===== config.mk =====
export PLATFORM = sky130hd
export DESIGN_NAME = stream_width_upsizer
export DESIGN_NICKNAME = d
export VERILOG_FILES = /design/src/rtl/stream_pkg.sv /design/src/rtl/stream_width_upsizer.sv
export SDC_FILE = /design/constraint.sdc
export NUM_CORES = 1
export LEC_CHECK = 0
export ABC_CLOCK_PERIOD_IN_PS = 2600
export CAP_MARGIN = 30
export CORE_MARGIN = 8
export CORE_UTILIZATION = 35
export CTS_CLUSTER_DIAMETER = 50
export DETAILED_ROUTE_END_ITERATION = 12
export GPL_ROUTABILITY_DRIVEN = 0
export HOLD_SLACK_MARGIN = 0.12
export PLACE_DENSITY_LB_ADDON = 0.15
export SKIP_LAST_GASP = 1
export SYNTH_ARGS = -nofsm -noshare
export SYNTH_HDL_FRONTEND = slang
export SYNTH_SLANG_ARGS = --single-unit

===== constraint.sdc =====
create_clock -name clk -period 2.6 [get_ports clk]
set_clock_uncertainty 0.15 [all_clocks]
set_input_delay 0.52 -clock clk [delete_from_list [all_inputs] [get_ports clk]]
set_output_delay 0.52 -clock clk [all_outputs]
set_load 0.05 [all_outputs]

===== src/rtl/stream_pkg.sv =====
// stream_pkg: shared defaults and helpers for the stream width converters.
// Imported by stream_width_upsizer and its sibling stream stages.
package stream_pkg;

    localparam int DEF_IN_WIDTH = 32;
    localparam int DEF_RATIO    = 4;

    function automatic int cnt_w(input int ratio);
        int w;
        w = $clog2(ratio);
        return (w < 1) ? 1 : w;
    endfunction

endpackage


===== src/rtl/stream_width_upsizer.sv =====
// stream_width_upsizer: packs RATIO narrow beats into one wide registered word.
// Output handshake matches pipeline_reg so the two chain back to back.
module stream_width_upsizer
    import stream_pkg::*;
#(
    parameter int IN_WIDTH = DEF_IN_WIDTH,
    parameter int RATIO    = DEF_RATIO
) (
    input  logic                      clk,
    input  logic                      rst_n,
    input  logic                      in_valid,
    output logic                      in_ready,
    input  logic [IN_WIDTH-1:0]       in_data,
    input  logic                      in_last,
    output logic                      out_valid,
    input  logic                      out_ready,
    output logic [IN_WIDTH*RATIO-1:0] out_data,
    output logic [RATIO-1:0]          out_keep,
    output logic                      out_last
);

    localparam int OUT_WIDTH = IN_WIDTH * RATIO;
    localparam int CW        = cnt_w(RATIO);

    localparam logic [CW-1:0]    CNT_MAX  = CW'(RATIO - 1);
    localparam logic [RATIO-1:0] KEEP_ONE = RATIO'(1);

    logic [OUT_WIDTH-1:0] acc_q, acc_d;
    logic [RATIO-1:0]     acc_keep_q, acc_keep_d;
    logic [CW-1:0]        cnt_q, cnt_d;
    logic [OUT_WIDTH-1:0] out_data_q, out_data_d;
    logic [RATIO-1:0]     out_keep_q, out_keep_d;
    logic                 out_last_q, out_last_d;
    logic                 out_valid_q, out_valid_d;

    logic                 accept;
    logic                 complete;
    logic [OUT_WIDTH-1:0] acc_ins;
    logic [RATIO-1:0]     keep_ins;

    // Output slot frees up either when empty or when the sink takes it now.
    assign in_ready = !out_valid_q || out_ready;
    assign accept   = in_valid && in_ready;
    assign complete = accept && (in_last || (cnt_q == CNT_MAX));

    always_comb begin
        acc_ins = acc_q;
        acc_ins[int'(cnt_q)*IN_WIDTH +: IN_WIDTH] = in_data;
        keep_ins = acc_keep_q | (KEEP_ONE << cnt_q);
    end

    always_comb begin
        acc_d       = acc_q;
        acc_keep_d  = acc_keep_q;
        cnt_d       = cnt_q;
        out_data_d  = out_data_q;
        out_keep_d  = out_keep_q;
        out_last_d  = out_last_q;
        out_valid_d = out_valid_q;

        if (out_valid_q && out_ready) begin
            out_valid_d = 1'b0;
        end

        if (complete) begin
            out_data_d  = acc_ins;
            out_keep_d  = keep_ins;
            out_last_d  = in_last;
            out_valid_d = 1'b1;
            acc_d       = '0;
            acc_keep_d  = '0;
            cnt_d       = '0;
        end else if (accept) begin
            acc_d      = acc_ins;
            acc_keep_d = keep_ins;
            cnt_d      = cnt_q + CW'(1);
        end
    end

    always_ff @(posedge clk or negedge rst_n) begin
        if (!rst_n) begin
            acc_q       <= '0;
            acc_keep_q  <= '0;
            cnt_q       <= '0;
            out_data_q  <= '0;
            out_keep_q  <= '0;
            out_last_q  <= 1'b0;
            out_valid_q <= 1'b0;
        end else begin
            acc_q       <= acc_d;
            acc_keep_q  <= acc_keep_d;
            cnt_q       <= cnt_d;
            out_data_q  <= out_data_d;
            out_keep_q  <= out_keep_d;
            out_last_q  <= out_last_d;
            out_valid_q <= out_valid_d;
        end
    end

    assign out_valid = out_valid_q;
    assign out_data  = out_data_q;
    assign out_keep  = out_keep_q;
    assign out_last  = out_last_q;

endmodule


==> results.py <==
metrics = {
    "critical_path": {
        "crit_slowest_cell": "clkdlybuf4s50_1",
        "crit_required_ps": 1930,
        "regToRegStartpoint": "cnt_q[1]",
        "crit_family": "buffers and inverters",
        "cp-end-kind": "primary output",
        "path_class": "register to primary output",
        "max_stage_delay_ps": 850,
        "r2r-end": "acc_q[49]",
        "cp-start-kind": "register",
        "critical_path.max_fanout": 2,
        "worst_ep_arrival_time_ps": 1760,
        "r2r_slack_ps": 220,
        "critPathBufInv": 1,
        "reg2regPathDepth": 5,
        "crit_chain": "clkdlybuf4s50_1",
    },
    "pwr": {
        "leakagePower_nw": 6.389,
        "ir_drop_uv": 497.5,
        "power.density_nw_per_um2": 972.3,
    },
    "logic_synthesis": {
        "synth_edf_count": 0,
        "async_reset_ff_share_pct": 100.0,
        "synthCells": 1083,
        "synthTopCellsByArea": "dfrtp_1, a21oi_1, a31oi_1, a22o_1, nor2b_1",
        "seq_area_frac_synth_pct": 55.99,
        "synth_nets": 1128,
        "ys_types": 42,
        "synth-seq-cells": 268,
        "synth.avg_cell_area_um2": 11.06,
        "syn_area_um2": 11980,
        "yosysWarnings": 0,
        "synth_ff_type": "dfrtp_1",
        "yosysTopAreaCell": "dfrtp_1",
        "synth_top_area_share_pct": 55.99,
    },
    "cts": {
        "insertion_delay_ps": 510,
        "clockBufferDepth": 3,
        "clk_pin_slew_ps": 60,
        "cts.sinks": 268,
        "numCtsBuffers": 34,
        "cts_root_buffer": "clkbuf_16",
        "cts_tree": "yes",
        "htree_num_levels": 2,
        "ctsResizeCount": 0,
    },
    "grt": {
        "grt_remaining_overflow": 0,
        "grt_max_degree": 81,
        "antenna_found_initial": 1,
        "grt_usage_pct": 20.65,
        "grt_pass1_vias": 10060,
        "grt_pass1_wl_mm": 65.83,
    },
    "worst_hold_path": {
        "hold_path_class": "register to register",
        "hold_depth": 1,
        "worstHoldStart": "acc_q[95]",
        "holdPathEnd": "acc_q[95]",
    },
    "place": {
        "port_buffers": 171,
        "hpwl_mm": 26.95,
        "placed_cells": 1624,
    },
    "die": {
        "pin_count": 172,
        "die_h_um": 201.0,
        "die_area_um2": 40400,
        "die_x_um": 201.0,
        "rows": 67,
        "core_area_um2": 33620,
        "start_util_pct": 35.63,
    },
    "sta": {
        "post-route-period-util_pct": 93.62,
        "setup_tns_ps": 0,
        "rsz0062_at_grt": "no",
        "finalMaxSlewViolations": 0,
        "fin_crit_ps": 2434,
        "fmax_ghz": 0.4108,
        "tightest_slew_ps": 812.3,
        "slew_headroom_pct": 45.82,
        "hold_viol_final": 0,
        "setup_viol": 0,
    },
    "outcome": {
        "status": "finished, final reports clean",
    },
    "cells_and_area": {
        "final_cell_mix": "dfrtp_1, clkdlybuf4s50_1, a21oi_1, a31oi_1",
        "final_common_cell": "dfrtp_1",
        "syn_to_final_growth_pct": 29.56,
        "num_antenna_cells": 0,
        "stdcell_count": 1685,
        "nNetsFinal": 1258,
        "drive_gt1_share_pct": 11.32,
    },
    "detailed_routing": {
        "drcViolationCount": 0,
        "vias_per_cell": 5.931,
        "wl_per_cell_um": 25.28,
        "antenna_left": 0,
        "drtIter0Drc": 862,
        "via_count": 9993,
        "wirelength_mm": 42.59,
        "first_pass_iters": 5,
    },
    "job": {
        "drv_cap": 0,
    },
}
-- synth_stat cells (all sizes together), types with 2 or more instances --
cell type / count
a32oi: 15
a31oi: 119
nor3b: 16
inv: 20
dfrtp: 268
o32a: 15
nor2: 9
buf: 71
a22oi: 16
nor2b: 84
and4: 2
and2: 2
a22o: 82
o211ai: 4
a21oi: 167
a32o: 48
o21ai: 15
nor3: 2
ha: 8
a41oi: 32
nand2: 2
clkbuf: 75
-- repair_timing --
item	4_1_cts	5_1_grt
hold endpoints to repair	69	0
buffers inserted	0	0
hold buffers	1	0
-- cells by family after synthesis --
group | after synthesis | synth area share [%]
buffers and inverters | 166 | 6.100
AO/OA/AOI/OAI | 514 | 29.93
multiplexers | 1 | 0.09401
AND/OR/NAND/NOR | 126 | 7.051
adder cells (fa/ha/maj) | 8 | 0.8357
flip-flops | 268 | 55.99
-- flip-flops by register name, summed over array words and instances (netlist names) --
register,cells
out_valid,1
out_last,1
out_keep,4
out_data,128
acc_keep_q,4
cnt_q,2
acc_q,128
-- through the flow --
stage	setup WS, ps	hold slack [ps]	instance area, um2	utilization, %	total power, mW
final	165.8	332.3	15520	46.16	15.09
after global routing	115.4	339.6	15520	46.16	15.73
after CTS	151.0	334.5	15520	46.16	15.26
after detailed placement	177.5	321.4	14350	42.70	10.37
after global placement	231.8	314.5	14350	42.70	10.36
after floorplan	199.6	74.41	11980	-	8.349
-- worst max path at each step --
stage                     to           from  cells after the start
2_1_floorplan       in_ready      out_valid                      4
3_3_place_gp   out_data[107]        in_last                      5
3_5_place_dp    out_data[98]        in_last                      5
4_1_cts          out_keep[3]    out_keep[3]                      1
5_1_grt            acc_q[45]       cnt_q[1]                      5
6_report       out_data[119]  out_data[119]                      1
-- power breakdown --
group,internal (mW),leakage [nW],switching [mW]
clock,2.98,0.567,1.84
combinational,1.59,2.37,3.50
sequential,4.78,3.46,0.406
total,9.34,6.39,5.75
-- cell type report --
type                       count  area, um2
clock buffer                  46      987.2
clock inverter                14      168.9
fill                        3078      18100
inverter                      20      77.57
multi-input combinational    649       4561
sequential                   268       6706
tap                          448      560.5
timing repair buffer         240       2457
-- routing by layer --
| layer | GRT usage (%) | up-vias | wire length (um) |
|---|---|---|---|
| met5 | 0 | - | 0 |
| met4 | 6.833 | 0 | 1374 |
| met3 | 4.034 | 65 | 2789 |
| met2 | 30.79 | 361 | 19120 |
| met1 | 29.62 | 5147 | 19310 |
| li1 | - | 4420 | - |
(Power assumes the default switching activity.)
